**src/rtl/mem_arbiter_pkg.sv**
```systemverilog
// Shared configuration for the memory arbiter: state encoding, defaults and
// line-address helpers.
package mem_arbiter_pkg;

  localparam int unsigned DefDelay     = 9;
  localparam int unsigned DefLineWords = 4;

  // Counter widths sized for the legal parameter ranges (DELAY <= 255, LINE_WORDS <= 16).
  localparam int unsigned CntW  = 8;
  localparam int unsigned BeatW = 5;

  typedef enum logic [1:0] {
    StIdle = 2'd0,
    StWait = 2'd1,
    StXfer = 2'd2,
    StDone = 2'd3
  } arb_state_e;

  typedef enum logic {
    ReqIc = 1'b0,
    ReqDc = 1'b1
  } req_e;

  // Clears the byte-in-line bits so a transfer always starts at word 0 of the line.
  function automatic logic [31:0] line_base(input logic [31:0] addr,
                                            input int unsigned line_words);
    logic [31:0] span;
    span = 32'(line_words) << 2;
    return addr & ~(span - 32'd1);
  endfunction

endpackage

```
**src/rtl/mem_latency_timer.sv**
```systemverilog
// Down-counter modelling main-memory access latency; done_o is high once the
// loaded count has run down to zero. Holds its value while stalled.
module mem_latency_timer
  import mem_arbiter_pkg::*;
#(
  parameter int unsigned Width = CntW
) (
  input  logic             clk_i,
  input  logic             rst_ni,
  input  logic             load_i,
  input  logic [Width-1:0] load_val_i,
  input  logic             stall_i,
  output logic             done_o
);

  logic [Width-1:0] count_q, count_d;

  always_comb begin
    count_d = count_q;
    if (!stall_i) begin
      if (load_i) begin
        count_d = load_val_i;
      end else if (count_q != '0) begin
        count_d = count_q - 1'b1;
      end
    end
  end

  always_ff @(posedge clk_i or negedge rst_ni) begin
    if (!rst_ni) begin
      count_q <= '0;
    end else begin
      count_q <= count_d;
    end
  end

  assign done_o = (count_q == '0);

endmodule

```
**src/rtl/mem_arbiter.sv**
```systemverilog
// Two-port (I-cache / D-cache) main-memory arbiter with round-robin grant,
// fixed access latency and a LINE_WORDS-beat line transfer.
module mem_arbiter
  import mem_arbiter_pkg::*;
#(
  parameter int unsigned DELAY      = DefDelay,
  parameter int unsigned LINE_WORDS = DefLineWords
) (
  input  logic        clk,
  input  logic        reset,
  input  logic        stall,
  input  logic        ic_req,
  input  logic [31:0] ic_addr,
  input  logic        dc_req,
  input  logic        dc_we,
  input  logic [31:0] dc_addr,
  output logic        mem_en,
  output logic        mem_we,
  output logic [31:0] mem_addr,
  output logic        ic_ready,
  output logic        dc_ready,
  output logic        busy
);

  arb_state_e       state_q, state_d;
  logic [31:0]      base_q, base_d;
  logic             we_q, we_d;
  logic [BeatW-1:0] beat_q, beat_d;
  // Owner of the current transfer, which is also the last requester granted.
  req_e             owner_q, owner_d;

  logic timer_load;
  logic timer_done;
  logic pick_dc;

  mem_latency_timer #(
    .Width (CntW)
  ) u_timer (
    .clk_i      (clk),
    .rst_ni     (reset),
    .load_i     (timer_load),
    .load_val_i (CntW'(DELAY - 1)),
    .stall_i    (stall),
    .done_o     (timer_done)
  );

  always_comb begin
    state_d    = state_q;
    base_d     = base_q;
    we_d       = we_q;
    beat_d     = beat_q;
    owner_d    = owner_q;
    timer_load = 1'b0;
    // On a tie the requester not granted last wins.
    pick_dc    = dc_req && (!ic_req || (owner_q == ReqIc));

    if (!stall) begin
      unique case (state_q)
        StIdle: begin
          if (ic_req || dc_req) begin
            timer_load = 1'b1;
            state_d    = StWait;
            if (pick_dc) begin
              owner_d = ReqDc;
              base_d  = line_base(dc_addr, LINE_WORDS);
              we_d    = dc_we;
            end else begin
              owner_d = ReqIc;
              base_d  = line_base(ic_addr, LINE_WORDS);
              we_d    = 1'b0;
            end
          end
        end
        StWait: begin
          if (timer_done) begin
            state_d = StXfer;
            beat_d  = '0;
          end
        end
        StXfer: begin
          if (beat_q == BeatW'(LINE_WORDS - 1)) begin
            state_d = StDone;
          end else begin
            beat_d = beat_q + 1'b1;
          end
        end
        StDone: begin
          state_d = StIdle;
        end
        default: state_d = StIdle;
      endcase
    end
  end

  always_ff @(posedge clk or negedge reset) begin
    if (!reset) begin
      state_q <= StIdle;
      base_q  <= '0;
      we_q    <= 1'b0;
      beat_q  <= '0;
      owner_q <= ReqIc;
    end else begin
      state_q <= state_d;
      base_q  <= base_d;
      we_q    <= we_d;
      beat_q  <= beat_d;
      owner_q <= owner_d;
    end
  end

  assign mem_en   = (state_q == StXfer);
  assign mem_we   = mem_en && we_q;
  assign mem_addr = mem_en ? (base_q + (32'(beat_q) << 2)) : 32'd0;
  assign ic_ready = (state_q == StDone) && (owner_q == ReqIc);
  assign dc_ready = (state_q == StDone) && (owner_q == ReqDc);
  assign busy     = (state_q != StIdle);

endmodule

```
**config.mk**
```make
export PLATFORM = sky130hd
export DESIGN_NAME = mem_arbiter
export DESIGN_NICKNAME = d
export VERILOG_FILES = /design/src/rtl/mem_arbiter_pkg.sv /design/src/rtl/mem_latency_timer.sv /design/src/rtl/mem_arbiter.sv
export SDC_FILE = /design/constraint.sdc
export NUM_CORES = 1
export LEC_CHECK = 0
export CAP_MARGIN = 10
export CORE_MARGIN = 10
export CORE_UTILIZATION = 46
export CTS_CLUSTER_SIZE = 24
export DETAILED_ROUTE_END_ITERATION = 8
export HOLD_SLACK_MARGIN = 0.08
export PLACE_DENSITY = 0.91
export SLEW_MARGIN = 30
export SYNTH_ARGS = -nofsm -noshare
export SYNTH_HDL_FRONTEND = slang
export SYNTH_HIERARCHICAL = 1
export SYNTH_SLANG_ARGS = --single-unit
```
**constraint.sdc**
```tcl
create_clock -name clk -period 3.55 [get_ports clk]
set_input_delay 0.71 -clock clk [delete_from_list [all_inputs] [get_ports clk]]
set_output_delay 0.71 -clock clk [all_outputs]
set_load 0.01 [all_outputs]
```
==> flow_summary.yaml, run 1 <==
timing:
  worstMarginPinSlew_ns: 0.586
  skew_ns: 0.00950
  clock.fmax_ghz: 0.291
  finalSetupTns_ns: 0
  rsz0062_at_grt: "false"
  final-setup-viol-count: 0
  slew_headroom_pct: 60.9
  fin_crit_sh_pct: 96.8
  hold_violations: 0
  slew_violations: 0
  fin_worst_hold_slack_ns: 0.387
  min_period_ns: 3.44
placement:
  portBuffers: 96
  gp_congestion: 0.859
  dp_hpwl_mm: 7.45
setup_path:
  critPathLaunchType: "flip-flop"
  path_cells: "ha_1 -> a211o_1 -> nand3_4 -> or4_1 -> a21oi_1 -> clkdlybuf4s50_1"
  crit_slowest_cell: "clkdlybuf4s50_1"
  critical_path_class: "reg -> out"
  cp_max_fo: 13
  required_ns: 2.84
  critPathBufInv: 1
  crit_arrival_ns: 2.73
  cp-end-kind: "primary output"
  cpPeakStageDelay_ns: 0.56
  path_delay_family: "simple AND/OR/NAND/NOR gates"
floorplan:
  rows: 30
  ios: 107
  coreArea_um2: 6830
  die_h_um: 104
  die_w_um: 104
  start_util_pct: 47.7
  die-area_um2: 10900
hold_path:
  worstHoldPathType: "in -> async"
power:
  vdd_drop_max_v: 0.000417
  fin_total_pwr_mw: 3.32
  p_per_area_nw_per_um2: 739
  power_leakage_nw: 1.85
yosys:
  yosysWarningCount: 6
  synth_seq_area_share_pct: 34.5
  synthCells: 378
  synth-main-ff-cell: "dfrtp_1"
  synthArstFlopShare_pct: 100
  syn_area_per_cell_um2: 8.63
  ys_ff_latch: 45
  ys_types: 64
  synth_edf_count: 0
  synth_area_um2: 3260
detailed_routing:
  wl_mm: 9.88
  vias_per_cell: 5.76
  drtAntennaViolNets: 0
  via_count: 3295
  drc: 0
  wl_per_cell_um: 17.3
  first_pass_iters: 5
  drt_iter0_markers: 236
global_route:
  grtUsageMet3_pct: 3.22
  grt_pass1_vias: 3212
  grtUsageMet1_pct: 20.7
  met2_usage_pct: 30.0
  grt_overflow: 0
  grt_max_degree: 46
  grt_first_pass_wirelength_mm: 15.9
  grt_use_total_pct: 17.3
  antenna_found_initial: 0
  grt-busiest-layer: "met2"
cts:
  cts_hold_buf: 0
  cts_root_buffer: "clkbuf_8"
  htreeDepth: 2
  tritoncts: "done"
  cts_buffer_depth: 2
  clkTransAtPathRegs_ns: 0.09
  numClockSinks: 45
  clock_latency_ns: 0.30
  cts-buffers-inserted: 5
finish:
  drive_gt1_share_pct: 8.19
  nets: 555
  area_delta_synth_final_pct: 37.8
  antenna_cells: 0
run_status:
  status: "complete, no violations"
job:
  maxCapViolations: 0
## placed cells by master (no fill, tap or decap), types with 3 or more instances in the layout
master,netlist,routed
nor4_2,2,3
conb_1,2,10
buf_4,2,10
dfrtp_1,45,43
a21o_1,3,3
clkbuf_1,12,3
nor3_1,6,5
a21oi_1,55,55
o21ai_1,5,5
ha_1,9,7
inv_1,12,12
clkbuf_8,0,5
nor2b_1,4,4
nand2_1,8,8
nor4_1,4,3
clkdlybuf4s50_1,0,87
and2_1,6,6
and3_1,4,4
o31ai_1,14,14
a211oi_1,3,3
xor2_1,4,4
nor2_1,48,48
or4_1,11,11
dlymetal6s2s_1,0,6
nand4_1,12,12
xnor2_1,6,6
o21ai_0,11,11
nand3_1,10,9
mux2i_1,28,28
## synthesized netlist by cell type, drive strengths merged (2+ instances only)
| library cell | n | share of area [%] |
|---|---|---|
| inv | 12 | 1.4 |
| a21o | 4 | 1.2 |
| a22oi | 2 | 0.46 |
| a211oi | 3 | 0.69 |
| mux2 | 2 | 0.69 |
| a2111oi | 2 | 0.58 |
| nand2 | 8 | 0.92 |
| conb | 2 | 0.23 |
| xor2 | 4 | 1.1 |
| or4 | 12 | 2.9 |
| o41ai | 2 | 0.54 |
| ha | 9 | 3.5 |
| and2 | 6 | 1.2 |
| and4 | 2 | 0.54 |
| buf | 12 | 2.0 |
| xnor2 | 6 | 1.6 |
| nand2b | 2 | 0.38 |
| nand4 | 12 | 2.3 |
| or3 | 3 | 0.73 |
| o31ai | 14 | 3.2 |
| clkbuf | 12 | 1.4 |
| or3b | 2 | 0.61 |
| and3 | 4 | 0.77 |
| nor2 | 48 | 5.5 |
| o31a | 2 | 0.54 |
| nand3 | 11 | 1.8 |
| nor4 | 7 | 2.2 |
| a21oi | 55 | 8.4 |
| nor2b | 4 | 0.77 |
| dfrtp | 45 | 35 |
| mux2i | 28 | 8.6 |
| o21ai | 17 | 2.7 |
| nor3 | 7 | 1.2 |
## timing repair
item	CTS	global route
setup endpoints to repair	15	9
gates resized for setup	7	9
buffers inserted	0	2
pin swaps	0	1
## cell type report
cell class / instances / area [um2]
multi-input combinational: 304 / 2060
sequential: 45 / 1130
inverter: 13 / 48.8
clock buffer: 8 / 80.1
fill: 551 / 2340
tap: 96 / 120
timing repair buffer: 106 / 1060
## final timing paths
| path | depth (start not counted) | slack [ns] | startpoint | to |
|---|---|---|---|---|
| hold / removal | 1 | 0.39 | reset | base_q[21] |
| setup / recovery | 6 | 0.11 | beat_q[3] | mem_addr[31] |
| setup reg to reg | 8 | 1.07 | u_timer/count_q[0] | state_q[1] |
| max in group asynchronous | 1 | 2.71 | reset | beat_q[3] |
| hold reg to reg | 1 | 0.54 | beat_q[0] | beat_q[0] |
| min in group clk | 1 | 0.54 | beat_q[0] | beat_q[0] |
## worst register-to-register path: cells and delay by family (launching register included)
family	cells	cell delay (ns)
AOI/OAI and AO/OA	2	0.58
adders and majority gates	1	0.23
buffers and inverters	2	0.18
DFF	1	0.44
muxes	1	0.37
and+or+nand+nor	2	0.56
## where the power goes
| group | internal [mW] | total [mW] | leakage (nW) | switching (mW) |
|---|---|---|---|---|
| combinational | 0.915 | 1.87 | 1.29 | 0.957 |
| sequential | 0.757 | 1.14 | 0.513 | 0.378 |
| clock | 0.140 | 0.316 | 0.0395 | 0.176 |
| total | 1.81 | 3.32 | 1.85 | 1.51 |
## metrics by stage
step	std cells	setup slack, ns	cell area (um2)	utilization [%]
finish	572	0.114	4490	65.8
global route	572	0.00853	4490	65.8
CTS	570	0.00475	4450	65.1
detailed placement	562	0.105	4350	63.6
global placement	562	0.203	4350	63.6
floorplan	386	0.767	3290	-
## cells by family after synthesis
logic type | share of synthesized area, %
AOI/OAI and AO/OA | 21.3
other | 0.230
adders and majority gates | 4.07
muxes | 9.29
xor gates and xnor gates | 2.69
and+or+nand+nor | 23.0
buffers and inverters | 4.87
DFF | 34.5
## layer usage
metal,wire length [um],vias up
met4,201,0
met2,5210,127
met3,466,18
met1,4000,1563
met5,0,-
li1,-,1587
## state kept, by name, indices dropped and copies added, names as in the netlist
signal,count
beat_q,5
u_timer/count_q,8
we_q,1
owner_q,1
base_q,28
state_q,2
No activity file was read; power rests on OpenSTA's default activity.
==> run 2: changes to the inputs <==
SETUP_SLACK_MARGIN = 0.02   (was unset)
==> run 2 against run 1 <==
  * Critical path depth unchanged
  * Routed wire length fell by 0.49%
  * Final cell count unchanged
  * Via count decreased by 0.61%
  * Combinational power is essentially flat
  * Clock skew shrank 0.0013 ns
  * Clock power about the same
  * Worst setup slack gained 0.015 ns
  * Maximum frequency grew 0.44%
  * Sequential power is essentially flat
  * First-iteration DRC count fell by 8.5%
  * Non-clock buffer count did not move
==> flow_summary.yaml, run 2 (same netlist as run 1, synthesis figures left out) <==
floorplan:
  die_h_um: 104
  die_w_um: 104
  ios: 107
  start_util_pct: 47.7
  die-area_um2: 10900
  coreArea_um2: 6830
  rows: 30
finish:
  top_register: "base_q"
  antenna_cells: 0
  drive_gt1_share_pct: 8.40
  area_delta_synth_final_pct: 37.9
  nets: 555
  largest_reg_flops: 28
  top_regs: "base_q: 28 flops, u_timer/count_q: 8 flops, beat_q: 5 flops"
  final_common_cell: "clkdlybuf4s50_1"
  final_cell_mix: "clkdlybuf4s50_1, a21oi_1, nor2_1, dfrtp_1, mux2i_1"
  fin_util_pct: 65.8
placement:
  dp_hpwl_mm: 7.45
  gp_congestion: 0.859
  pre_cts_ws_ns: 0.105
  portBuffers: 96
job:
  maxCapViolations: 0
cts:
  cts_buffer_depth: 2
  numClockSinks: 45
  tritoncts: "done"
  htreeDepth: 2
  cts_root_buffer: "clkbuf_8"
  cts_hold_buf: 0
  clock_latency_ns: 0.30
  clkTransAtPathRegs_ns: 0.09
  cts-buffers-inserted: 5
detailed_routing:
  wl_mm: 9.83
  first_pass_iters: 4
  drt_iter0_markers: 216
  drtAntennaViolNets: 0
  wl_per_cell_um: 17.2
  drc: 0
  vias_per_cell: 5.73
  via_count: 3275
timing:
  fin_crit_sh_pct: 96.4
  setup_ws_ns: 0.129
  worstMarginPinSlew_ns: 0.590
  rsz0062_at_grt: "true"
  min_period_ns: 3.42
  slew_violations: 0
  hold_violations: 0
  skew_ns: 0.00825
  finalSetupTns_ns: 0
  slew_headroom_pct: 60.7
  final-setup-viol-count: 0
  clock.fmax_ghz: 0.292
power:
  p_per_area_nw_per_um2: 738
  vdd_drop_max_v: 0.000413
  power_leakage_nw: 1.84
hold_path:
  worstHoldPathType: "in -> async"
global_route:
  antenna_found_initial: 0
  grt_first_pass_wirelength_mm: 16.0
  grt_max_degree: 46
  grt_use_total_pct: 17.3
  grt_overflow: 0
  grt_pass1_vias: 3215
setup_path:
  critical_path_class: "reg -> out"
  worstReg2RegStart: "u_timer/count_q[0]"
  crit_arrival_ns: 2.71
  cp_max_fo: 13
  crit_path_start: "beat_q[3]"
  required_ns: 2.84
  critPathLaunchType: "flip-flop"
  cp-end-kind: "primary output"
run_status:
  status: "complete, no violations"
==> run 2: cell counts in the layout (fill, tap and decap cells not counted) <==
Identical to the previous run, type by type.
==> run 2: layer usage <==
metal  track usage [%]  up-vias  wire length, um
li1                  -     1589                -
met2              30.0      116             5150
met3              3.22       22              420
met1              20.7     1548             4030
met4              6.16        0              228
met5                 0        -                0
==> run 2: final timing paths <==
kind	end	slack [ns]	cells past startpoint
max	mem_addr[31]	0.13	6
min	base_q[21]	0.39	1
max reg2reg	state_q[1]	1.08	8
min reg2reg	beat_q[0]	0.54	1
max in group asynchronous	beat_q[3]	2.71	1
min in group clk	beat_q[0]	0.54	1
==> run 2: metrics by stage <==
step           hold slack [ns]  total power [mW]  cells  area (um2)
6_report                 0.389              3.32    572        4500
5_1_grt                  0.454              3.59    572        4500
4_1_cts                  0.422              3.31    571        4460
3_5_place_dp             0.524              2.96    562        4350
3_3_place_gp             0.517              2.85    562        4350
2_1_floorplan            0.414              2.17    386        3290
==> run 2: power by group <==
group          switching (mW)  internal, mW  total [mW]
clock                   0.176         0.140       0.316
combinational           0.955         0.915        1.87
sequential              0.376         0.758        1.13
total                    1.51          1.81        3.32
==> run 2: critical path: stages, from the launching register on <==
cell             delay (ns)
dfrtp_2                0.47
ha_1                   0.34
a211o_1                0.22
nand3_4                0.17
or4_1                  0.50
a21oi_1                0.15
clkdlybuf4s50_1        0.56
==> run 2: what timing repair did <==
item,4_1_cts,5_1_grt
resized for setup,7,10
pin swaps,0,1
setup buffers,1,1
endpoints found under the setup margin,15,10
==> run 2: cell type report <==
class	count	area, um2
clock buffers	8	80.1
flip-flops and latches	45	1130
inverters	13	48.8
fillers	551	2340
repair buffers	106	1060
well taps	96	120
multi-input cells	304	2060
==> run 3: changes to the inputs <==
HOLD_SLACK_MARGIN = unset   (was 0.08)
TNS_END_PERCENT = 10   (was unset)
==> run 3 against run 2 <==
  * Maximum frequency is 0.14% higher
  * Sequential cell count did not move
  * Global-route usage up 0.10 points
  * Worst setup slack gained 0.0049 ns
  * Final cell count fell by 0.35%
  * Critical endpoint is now mem_addr[25]
  * Highest routed layer unchanged
==> flow_summary.yaml, run 3 (same netlist as run 1, synthesis figures left out) <==
cts:
  htreeDepth: 2
  tritoncts: "done"
  clkTransAtPathRegs_ns: 0.09
  numClockSinks: 45
  post-cts-setup-buffers: 0
  cts-buffers-inserted: 5
  clock_latency_ns: 0.31
  cts_buffer_depth: 2
  cts_root_buffer: "clkbuf_8"
run_status:
  status: "complete, no violations"
global_route:
  grt_use_total_pct: 17.4
  antenna_found_initial: 0
  grt_overflow: 0
  grt_max_degree: 46
  grt_first_pass_wirelength_mm: 16.0
  grt_pass1_vias: 3246
timing:
  finalSetupTns_ns: 0
  final-setup-viol-count: 0
  fin_crit_sh_pct: 96.2
  setup_ws_ns: 0.134
  slew_headroom_pct: 60.4
  skew_ns: 0.00856
  hold_violations: 0
  min_period_ns: 3.42
  clock.fmax_ghz: 0.293
  rsz0062_at_grt: "true"
  worstMarginPinSlew_ns: 0.594
  slew_violations: 0
placement:
  portBuffers: 96
  pre_cts_ws_ns: 0.105
  gp_congestion: 0.859
  dp_hpwl_mm: 7.45
finish:
  final_cell_mix: "clkdlybuf4s50_1, a21oi_1, nor2_1, dfrtp_1, mux2i_1"
  final_common_cell: "clkdlybuf4s50_1"
  drive_gt1_share_pct: 8.02
  nets: 553
  top_regs: "base_q: 28 flops, u_timer/count_q: 8 flops, beat_q: 5 flops"
  antenna_cells: 0
  top_register: "base_q"
  area_delta_synth_final_pct: 37.1
  largest_reg_flops: 28
setup_path:
  critPathLaunchType: "flip-flop"
  critical_path_class: "reg -> out"
  reg2reg_slack_ns: 1.07
  rr_worst_depth: 8
  worstReg2RegStart: "u_timer/count_q[0]"
  regToRegEndpoint: "state_q[1]"
  cp-end-kind: "primary output"
  cp_max_fo: 8
  required_ns: 2.84
  crit_arrival_ns: 2.71
floorplan:
  coreArea_um2: 6830
  die_w_um: 104
  die_h_um: 104
  ios: 107
  die-area_um2: 10900
  start_util_pct: 47.7
  rows: 30
power:
  p_per_area_nw_per_um2: 738
  power_leakage_nw: 1.82
  vdd_drop_max_v: 0.000405
detailed_routing:
  via_count: 3305
  first_pass_iters: 5
  vias_per_cell: 5.80
  wl_met3_um: 465
  wl_mm: 9.84
  drtAntennaViolNets: 0
  drc: 0
  top_layer: "met4"
  wl_met2_mm: 5.14
  drt_iter0_markers: 193
  wl_met1_mm: 3.98
  wl_per_cell_um: 17.3
hold_path:
  worstHoldPathType: "in -> async"
job:
  maxCapViolations: 0
-- run 3: through the flow --
step / total power, mW / cells / util, % / hold slack (ns) / cell area [um2]
floorplan: 2.17 / 386 / - / 0.414 / 3290
global placement: 2.85 / 562 / 63.6 / 0.517 / 4350
detailed placement: 2.96 / 562 / 63.6 / 0.524 / 4350
CTS: 3.30 / 570 / 65.3 / 0.422 / 4460
global route: 3.57 / 570 / 65.5 / 0.454 / 4470
finish: 3.30 / 570 / 65.5 / 0.387 / 4470
-- run 3: layout make-up --
cell class | instances | area, um2
Fill cell | 558 | 2360
Multi-Input combinational cell | 304 | 2060
Sequential cell | 45 | 1130
Timing Repair Buffer | 104 | 1030
Tap cell | 96 | 120
Clock buffer | 8 | 80.1
Inverter | 13 | 48.8
-- run 3: how the worst max path moves through the flow --
stage                   start      endpoint  slack, ns
floorplan           beat_q[2]  mem_addr[20]       0.77
CTS                 beat_q[3]  mem_addr[29]       0.03
finish              beat_q[3]  mem_addr[25]       0.13
detailed placement  beat_q[4]  mem_addr[29]       0.11
global route        beat_q[4]  mem_addr[25]      0.004
global placement    beat_q[4]  mem_addr[29]       0.20
-- run 3: repair_timing --
item / in CTS / in global routing
endpoints found under the setup margin: 15 / 7
gates resized for setup: 11 / 7
hold endpoints to repair: 0 / 0
hold buffers: 0 / 0
pin swaps: 0 / 2
-- run 3: layer usage --
layer  track usage, %  vias up
li1                 -     1588
met2             30.3      124
met1             20.5     1570
met3             3.28       23
met4             6.46        0
met5                0        -
-- run 3: power breakdown --
part,switching [mW],internal (mW)
Combinational,0.950,0.897
Clock,0.177,0.140
Sequential,0.379,0.758
Total,1.51,1.79
-- run 3: worst max-delay path, stage by stage, from the launching register on --
cell and delay, ns:
dfrtp_2 0.47, ha_1 0.33, a211oi_1 0.40, nor4_2 0.16, a41o_1 0.27, a21oi_1 0.15
clkdlybuf4s50_1 0.62
